`src/rtl/fb_pkg.sv`:
```
// fb_pkg: shared types and geometry for the frame-buffer capture path.
// Holds the capture FSM state enum, frame dimensions and pixel/address types.
package fb_pkg;

  localparam int FB_WIDTH  = 240;
  localparam int FB_HEIGHT = 320;
  localparam int FB_DEPTH  = FB_WIDTH * FB_HEIGHT;
  localparam int ADDR_W    = 17;
  localparam int PIX_W     = 16;

  typedef logic [PIX_W-1:0]  pixel_t;
  typedef logic [ADDR_W-1:0] addr_t;

  typedef enum logic [1:0] {
    IDLE,
    ARM,
    CAPTURE
  } fb_state_t;

  localparam addr_t DEPTH_A = addr_t'(FB_DEPTH);
  localparam addr_t LAST_A  = addr_t'(FB_DEPTH - 1);

endpackage

```
`src/rtl/fb_port_mux.sv`:
```
// fb_port_mux: shares the single BRAM port between camera writes and reads.
// Writes win; reads see a 1-cycle address stage plus 1-cycle BRAM latency.
module fb_port_mux
  import fb_pkg::*;
(
  input  logic              clk,
  input  logic              rst_n,
  input  logic              wr_en,
  input  logic [ADDR_W-1:0] wr_addr,
  input  logic [PIX_W-1:0]  wr_data,
  input  logic              rd_req,
  input  logic [ADDR_W-1:0] rd_addr,
  output logic              rd_gnt,
  output logic              rd_valid,
  output logic [PIX_W-1:0]  rd_data,
  output logic [ADDR_W-1:0] bram_addr,
  output logic [PIX_W-1:0]  bram_din,
  output logic              bram_we,
  input  logic [PIX_W-1:0]  bram_dout
);

  addr_t  addr_q, addr_d;
  pixel_t din_q, din_d;
  logic   we_q, we_d;
  logic   rv1_q, rv1_d;
  logic   rv2_q, rv2_d;
  logic   oob1_q, oob1_d;
  logic   oob2_q, oob2_d;
  logic   rd_oob;

  assign rd_oob = (rd_addr >= DEPTH_A);
  assign rd_gnt = rd_req && !wr_en;

  // Port select: a write owns the port, otherwise a pending read takes it.
  always_comb begin
    addr_d = addr_q;
    din_d  = din_q;
    we_d   = 1'b0;
    rv1_d  = 1'b0;
    oob1_d = 1'b0;
    rv2_d  = rv1_q;
    oob2_d = oob1_q;
    unique case (1'b1)
      wr_en: begin
        addr_d = wr_addr;
        din_d  = wr_data;
        we_d   = 1'b1;
      end
      rd_gnt: begin
        addr_d = rd_oob ? '0 : rd_addr;
        rv1_d  = 1'b1;
        oob1_d = rd_oob;
      end
      default: ;
    endcase
  end

  // Registered port signals and the read-valid pipeline.
  always_ff @(posedge clk or negedge rst_n) begin
    if (!rst_n) begin
      addr_q <= '0;
      din_q  <= '0;
      we_q   <= 1'b0;
      rv1_q  <= 1'b0;
      rv2_q  <= 1'b0;
      oob1_q <= 1'b0;
      oob2_q <= 1'b0;
    end else begin
      addr_q <= addr_d;
      din_q  <= din_d;
      we_q   <= we_d;
      rv1_q  <= rv1_d;
      rv2_q  <= rv2_d;
      oob1_q <= oob1_d;
      oob2_q <= oob2_d;
    end
  end

  assign bram_addr = addr_q;
  assign bram_din  = din_q;
  assign bram_we   = we_q;
  assign rd_valid  = rv2_q;
  assign rd_data   = (rv2_q && !oob2_q) ? bram_dout : '0;

endmodule

```
`src/rtl/fb_capture_arbiter.sv`:
```
// fb_capture_arbiter: single-frame capture sequencer over a shared BRAM port.
// Define FB_DROP_COUNT_EN to add the saturating drop_count output.
module fb_capture_arbiter
  import fb_pkg::*;
(
  input  logic              clk_100mhz,
  input  logic              rst_n,
  input  logic              capture_start,
  input  logic              frame_start,
  input  logic              frame_end,
  input  logic              pix_valid,
  input  logic [PIX_W-1:0]  pix_data,
  input  logic              rd_req,
  input  logic [ADDR_W-1:0] rd_addr,
  output logic              rd_gnt,
  output logic              rd_valid,
  output logic [PIX_W-1:0]  rd_data,
  output logic [ADDR_W-1:0] bram_addr,
  output logic [PIX_W-1:0]  bram_din,
  output logic              bram_we,
  input  logic [PIX_W-1:0]  bram_dout,
  output logic              busy,
  output logic              frame_done,
  output logic [ADDR_W-1:0] pix_count,
`ifdef FB_DROP_COUNT_EN
  output logic [15:0]       drop_count,
`endif
  output logic              short_frame
);

  fb_state_t state_q, state_d;
  addr_t     cnt_q, cnt_d;
  logic      short_q, short_d;
  logic      exit_q, exit_d;
  logic      done_q;
  logic      wr_en;
  logic      full;
  addr_t     wr_addr;

  assign wr_en   = pix_valid && (state_q == CAPTURE);
  assign wr_addr = frame_start ? '0 : cnt_q;
  assign full    = wr_en && (wr_addr == LAST_A);

  // Capture sequencing and pixel counting.
  always_comb begin
    state_d = state_q;
    cnt_d   = cnt_q;
    short_d = short_q;
    exit_d  = 1'b0;
    unique case (state_q)
      IDLE: begin
        if (capture_start) begin
          state_d = ARM;
          cnt_d   = '0;
          short_d = 1'b0;
        end
      end
      ARM: begin
        if (frame_start) begin
          state_d = CAPTURE;
          cnt_d   = '0;
        end
      end
      CAPTURE: begin
        cnt_d = wr_addr + {{(ADDR_W-1){1'b0}}, wr_en};
        if (full || frame_end) begin
          state_d = IDLE;
          exit_d  = 1'b1;
          if (!full) short_d = 1'b1;
        end
      end
      default: state_d = IDLE;
    endcase
  end

  // FSM state, counters, and the delayed completion pulse.
  always_ff @(posedge clk_100mhz or negedge rst_n) begin
    if (!rst_n) begin
      state_q <= IDLE;
      cnt_q   <= '0;
      short_q <= 1'b0;
      exit_q  <= 1'b0;
      done_q  <= 1'b0;
    end else begin
      state_q <= state_d;
      cnt_q   <= cnt_d;
      short_q <= short_d;
      exit_q  <= exit_d;
      done_q  <= exit_q;
    end
  end

`ifdef FB_DROP_COUNT_EN
  logic [15:0] drop_q, drop_d;

  // Count pixels that arrive while no capture is in progress.
  always_comb begin
    drop_d = drop_q;
    if (state_q == IDLE && capture_start)
      drop_d = '0;
    else if (pix_valid && state_q != CAPTURE && drop_q != 16'hFFFF)
      drop_d = drop_q + 16'd1;
  end

  // Drop counter register.
  always_ff @(posedge clk_100mhz or negedge rst_n) begin
    if (!rst_n) drop_q <= '0;
    else        drop_q <= drop_d;
  end

  assign drop_count = drop_q;
`endif

  assign busy        = (state_q != IDLE);
  assign frame_done  = done_q;
  assign pix_count   = cnt_q;
  assign short_frame = short_q;

  fb_port_mux u_mux (
    .clk       (clk_100mhz),
    .rst_n     (rst_n),
    .wr_en     (wr_en),
    .wr_addr   (wr_addr),
    .wr_data   (pix_data),
    .rd_req    (rd_req),
    .rd_addr   (rd_addr),
    .rd_gnt    (rd_gnt),
    .rd_valid  (rd_valid),
    .rd_data   (rd_data),
    .bram_addr (bram_addr),
    .bram_din  (bram_din),
    .bram_we   (bram_we),
    .bram_dout (bram_dout)
  );

endmodule

```
`config.mk`:
```
export PLATFORM = sky130hd
export DESIGN_NAME = fb_capture_arbiter
export DESIGN_NICKNAME = d
export VERILOG_FILES = /design/src/rtl/fb_pkg.sv /design/src/rtl/fb_port_mux.sv /design/src/rtl/fb_capture_arbiter.sv
export SDC_FILE = /design/constraint.sdc
export NUM_CORES = 1
export LEC_CHECK = 0
export ABC_AREA = 1
export CAP_MARGIN = 20
export CELL_PAD_IN_SITES_DETAIL_PLACEMENT = 1
export CELL_PAD_IN_SITES_GLOBAL_PLACEMENT = 1
export CORE_ASPECT_RATIO = 1.5
export CORE_UTILIZATION = 32
export CTS_CLUSTER_DIAMETER = 200
export DETAILED_ROUTE_END_ITERATION = 16
export GPL_TIMING_DRIVEN = 0
export PLACE_DENSITY_LB_ADDON = 0.05
export SYNTH_ARGS = -nofsm -noshare
export SYNTH_HDL_FRONTEND = slang
export SYNTH_HIERARCHICAL = 1
export SYNTH_SLANG_ARGS = --single-unit
```
`constraint.sdc`:
```
create_clock -name clk_100mhz -period 2.6 [get_ports clk_100mhz]
set_input_delay 0.52 -clock clk_100mhz [delete_from_list [all_inputs] [get_ports clk_100mhz]]
set_output_delay 0.52 -clock clk_100mhz [all_outputs]
set_load 0.1 [all_outputs]
```
==> results of run 1 <==
[area by class of cell]
class                           instances  area share
Multi-Input combinational cell        354       0.330
Sequential cell                        60       0.272
Timing Repair Buffer                  127       0.232
Clock buffer                           12      0.0465
Inverter                               58      0.0413
Tap cell                              147      0.0333
Buffer                                 18      0.0233
Clock inverter                          4      0.0218
[metrics by stage]
step	TNS, ps	std cells
finish	0	780
global route	-5.41	780
CTS	0	779
detailed placement	-4590	763
global placement	-74560	763
floorplan	-1020	490
[logic make-up after synthesis]
kind of cell    share of synthesized area
buf+inv                            0.0974
simple gates                        0.358
flops                               0.415
fa+ha+maj                          0.0138
compound gates                      0.116
[placed cells by master (no fill, tap or decap), drive strengths merged, types with 7 or more instances in the layout]
cell type / n
nand2: 177
clkdlybuf4s50: 107
nor2: 62
dfrtp: 60
inv: 57
nand3: 42
o21ai: 31
buf: 17
a22oi: 16
clkbuf: 16
clkdlybuf4s15: 9
dlygate4sd2: 7
a21oi: 7
[final timing paths]
| kind | end | slack [ps] |
|---|---|---|
| min in group clk_100mhz | u_mux/rd_valid | 360 |
| min | exit_q | 270 |
| min reg2reg | u_mux/rd_valid | 360 |
| max | rd_data[0] | 80 |
| max in group asynchronous | u_mux/rd_valid | 1730 |
| max reg2reg | pix_count[10] | 390 |
[routing by layer]
| metal | vias up | wire, µm | share of wire |
|---|---|---|---|
| met4 | 0 | 308 | 0.025 |
| li1 | 1825 | - | - |
| met2 | 94 | 6920 | 0.55 |
| met1 | 1811 | 4650 | 0.37 |
| met3 | 21 | 671 | 0.053 |
| met5 | - | 0 | 0 |
[power by group]
part	switching, mW	internal (mW)
combinational	2.34	0.655
sequential	0.107	1.13
clock	0.439	1.09
[critical path: cells and delay by family]
family,cells,cell delay [ps]
buffers and inverters,3,1380
and+or+nand+nor,1,100
[state kept, by name (all words and copies together), names as in the netlist]
register         count
pix_count           17
u_mux/oob1_q         1
frame_done           1
u_mux/rv1_q          1
exit_q               1
state_q              2
short_frame          1
u_mux/rd_valid       1
u_mux/bram_addr     17
u_mux/oob2_q         1
u_mux/bram_we        1
u_mux/bram_din      16
[what timing repair did]
item | in CTS | in global routing
buffers inserted | 0 | 1
endpoints found under the setup margin | 18 | 3
resized for setup | 49 | 2
==> results.ini, run 1 <==
[synth]
synthTopCellsByCount = nand2_1, dfrtp_1, inv_1
synth_warnings = 6
avgSynthCellArea_um2 = 7.39
synth_area_leaders = dfrtp_1, nand2_1, inv_1, nor2_1, nand3_1
synth_top_cell_by_area = dfrtp_1
synthArstFlopShare = 1.00
synth.distinct_cells = 34
syn_inst = 490
syn_nets = 550
synth_area_um2 = 3620
synth_top_area_share = 0.415
yosysMostFrequentCell = nand2_1
synth-edff-count = 0
yosysSeqAreaShare = 0.415
ys.flop_type = dfrtp_1
yosys_register_bits = 60

[global_routing]
grt_use_met3 = 0.0651
gr-total-overflow = 0
grt_use_total = 0.235
antenna_found_initial = 0
busiest_layer = met2
grt_pass1_wl_um = 20900
met2_usage = 0.420
grt_max_degree = 61
grt_pass1_vias = 4081
use_met1 = 0.260

[clock_network]
cts_tree = built
clockRootBuffer = clkbuf_16
clk_pin_slew_ps = 50
clk_path_buf_depth = 2
numCtsBuffers = 9
cts_sinks = 60
htreeDepth = 3
cts_hold_buf = 0
clock_latency_ps = 330

[sta]
relSlewSlack = 0.319
finalCritPeriodShare = 0.970
fin_skew_ps = 4.78
fin_hold_ws_ps = 272
max_freq_ghz = 0.396
drv_slew = 0
period_needed_ps = 2520
layout_setup_ws_ps = 77.7
tightest_slew_ps = 1020
setup_violations = 0
hold_viol_final = 0

[setup_path]
reg2reg_depth = 13
crit_start = bram_dout[0]
regToRegStartpoint = state_q[0]
max_stage_delay_ps = 870
cp_max_fo = 1
setup.worst_path.class = in -> out
crit_chain = clkdlybuf4s50_1, inv_1, nor2_1, dlygate4sd2_1
cp-start-kind = input port
crit_slowest_cell = dlygate4sd2_1
crit_required_ps = 2080
end_kind = primary output
critical_path_arrival_ps = 2000

[finish]
seq_area_um2 = 1500
multi_input_area_um2 = 1820
drive_gt1_frac = 0.163
fin_area_um2 = 5520
final_nets = 688
fin_util = 0.502
area_delta_synth_final_pct = 52.5
nFillCells = 1383
antenna_cells = 0

[outcome]
outcome = finished clean

[route]
drt-vias-per-instance = 4.81
drt_wl_total_um = 12600
antenna_left = 0
drt_iter0_drc = 143
avgRoutedWirePerCell_um = 16.1
route.detailed.drc = 0
vias = 3751
drtPass1Iterations = 4

[die]
core_area_um2 = 11000
fp.dieW_um = 88.9
num_rows = 47
die_area_um2 = 11800
die_y_um = 132
initial_core_util = 0.329
io_pins = 128

[placed_design]
dpl_worst_slack_ps = -768
hpwl_um = 9750
io_buffers = 126
placed_area_um2 = 5110
gp_congestion = 0.851

[power_and_ir_drop]
total_power_mw = 5.76
peakVddDrop_uv = 723
p_leak_nw = 2.51
power.density_nw_per_um2 = 1040

[min_path]
hold_path_class = in -> async

[run]
cap_violations = 0

No activity file was read; power rests on OpenSTA's default activity.
==> run 2, diff against run 1 <==
- CORE_UTILIZATION: 32 -> 45
- DONT_BUFFER_PORTS: default -> 1
==> run 2 against run 1 <==
Compared with the run above: register-to-register slack got worse by 230 ps; sequential power increased by 100%; routed wire length decreased by 8.9%; die area decreased by 28%; setup slack got worse by 25 ps; global-route usage increased by 5.1 points; via count decreased by 12%; fmax decreased by 0.98%; sequential share of layout area increased by 8.0 points; clock power decreased by 15%; critical endpoint is now rd_data[6]; largest cell class unchanged; largest power group is now sequential cells.
==> results.ini, run 2 (synthesized netlist as in run 1, its figures left out) <==
[route]
route.detailed.drc = 0  ; unchanged
drt_iter0_drc = 145  ; +1.4%
drtPass1Iterations = 4  ; unchanged
antenna_left = 0  ; unchanged
drt-vias-per-instance = 5.35  ; +11%
avgRoutedWirePerCell_um = 18.6  ; +16%
vias = 3293  ; -12%
drt_wl_total_um = 11400  ; -8.9%

[setup_path]
crit_family = simple AND/OR/NAND/NOR gates
critical_path_arrival_ps = 2030  ; +30 ps
crit_slowest_cell = dfrtp_4
setup.worst_path.class = reg -> out
end_kind = primary output
max_stage_delay_ps = 620  ; -250 ps
crit_start = u_mux/rd_valid
cp_max_fo = 10  ; +9
cp-start-kind = register
crit_chain = nand2_2, clkbuf_4, nor2_4
regToRegStartpoint = state_q[1]
path_buf_inv = 1  ; -2
crit_required_ps = 2080  ; about the same
r2r_setup_slack_ps = 160  ; -230 ps

[sta]
relSlewSlack = 0.283  ; -0.0363
tns_ps = 0  ; unchanged
setup_violations = 0  ; unchanged
drv_slew = 0  ; unchanged
finalCritPeriodShare = 0.980  ; +0.00958
period_needed_ps = 2550  ; +24.9 ps
max_freq_ghz = 0.393  ; -0.98%
fin_skew_ps = 3.02  ; -1.76 ps
hold_viol_final = 0  ; unchanged
tightest_slew_ps = 1070  ; +56.4 ps
fin_hold_ws_ps = 42.2  ; -230 ps

[finish]
final_cells = 615  ; -21%
nFillCells = 999  ; -28%
layout_commonest_cell = nand2_1
antenna_cells = 0  ; unchanged
drive_gt1_frac = 0.214  ; +0.0517
mostFrequentLayoutCells = nand2_1, dfrtp_1, inv_1, nand3_1, nor2_1
fin_util = 0.555  ; +0.0525
area_delta_synth_final_pct = 18.1
final_nets = 568  ; -17%

[power_and_ir_drop]
p_clk_frac = 0.254  ; -0.011
p_sw_mw = 2.84  ; -1.6%
seq_power_share = 0.490  ; +0.275
p_leak_nw = 2.00  ; -20%
total_power_mw = 5.13  ; -11%
power.share.switching = 0.554  ; +0.0529
combPwrFrac = 0.256  ; -0.264
power.density_nw_per_um2 = 1200  ; +15%
intPower_mw = 2.29  ; -20%
peakVddDrop_uv = 869  ; +20%

[global_routing]
grt_max_degree = 61  ; unchanged
gr-total-overflow = 0  ; unchanged
grt_pass1_vias = 3568  ; -13%
grt_use_total = 0.287  ; +0.0512
grt_use_met3 = 0.0706  ; +0.00547
met2_usage = 0.512  ; +0.0922
grt_pass1_wl_um = 17900  ; -14%
use_met1 = 0.317  ; +0.0573
antenna_found_initial = 0  ; unchanged
busiest_layer = met2

[placed_design]
io_buffers = 0  ; -100%
placedCellCount = 592  ; -22%
hpwl_um = 8320  ; -15%
gp_congestion = 0.892  ; +4.8%

[die]
die_area_um2 = 8420  ; -28%
io_pins = 128  ; unchanged
initial_core_util = 0.470  ; +0.140
fp.dieW_um = 75.2  ; -15%
core_area_um2 = 7710  ; -30%
die_y_um = 112  ; -15%
num_rows = 39  ; -17%

[min_path]
hold_path_class = in -> async

[outcome]
outcome = finished clean

[clock_network]
numCtsBuffers = 9  ; unchanged
clk_pin_slew_ps = 50  ; about the same
clock_latency_ps = 330  ; about the same
clockRootBuffer = clkbuf_16
clk_path_buf_depth = 2  ; unchanged
cts_tree = built
cts_sinks = 60  ; unchanged
htreeDepth = 3  ; unchanged

[run]
cap_violations = 0  ; unchanged

## run 2: cell types whose count changed in the layout (fill, tap and decap cells not counted), moves of 3 or more
cell,before,now
nor2_1,36,30
inv_1,53,50
dlygate4sd2_1,7,0
nor2_4,10,15
buf_4,4,7
clkdlybuf4s15_2,9,0
clkdlybuf4s50_1,107,0
clkinvlp_4,0,3
## run 2: final cells by class
cell class	instances	area [µm²]	area share
plain buffers	18	135	0.0316
inverters	58	233	0.0544
repair buffers	7	72.6	0.0170
well taps	102	128	0.0299
multi-input cells	354	1880	0.440
clock inverters	4	72.6	0.0170
flip-flops and latches	60	1510	0.353
clock buffers	12	246	0.0577
## run 2: per-stage QoR
step	worst slack (ps)	instance area (µm²)
3_5_place_dp	-317	3810
6_report	52.8	4280
2_1_floorplan	-101	3670
5_1_grt	-31.9	4280
3_3_place_gp	-159	3800
4_1_cts	34.7	4220
## run 2: repair_timing
action	4_1_cts	5_1_grt
setup buffers	2	4
hold endpoints to repair	60	0
hold buffers	1	0
endpoints found under the setup margin	17	14
resized for setup	13	8
pin swaps	1	1
## run 2: per-layer routing
layer	up-vias	wire, µm	part of all wire
li1	1585	-	-
met1	1597	4230	0.37
met2	94	6250	0.55
met3	17	711	0.062
met4	0	246	0.022
met5	-	0	0
## run 2: worst register-to-register path, cell delays in order, from the launching register on
cell	delay, ps
dfrtp_1	400
inv_1	100
ha_2	240
clkinvlp_4	460
or2_4	440
nand2_1	140
inv_1	150
buf_2	230
nand2_1	80
o21ai_0	70
## run 2: worst paths after layout
| path | depth (start not counted) | endpoint |
|---|---|---|
| max | 3 | rd_data[6] |
| min | 1 | pix_count[8] |
| max reg2reg | 9 | pix_count[1] |
| min reg2reg | 0 | u_mux/oob2_q |
| max in group asynchronous | 1 | u_mux/rd_valid |
| min in group clk_100mhz | 2 | u_mux/bram_din[0] |
## run 2: power groups by stage
stage | registers, mW | clock network [mW] | logic [mW]
finish | 2.51 | 1.30 | 1.31
global route | 2.53 | 1.35 | 1.44
CTS | 2.51 | 1.30 | 1.27
detailed placement | 2.53 | 0 | 1.20
global placement | 2.52 | 0 | 1.16
floorplan | 2.49 | 0 | 0.931
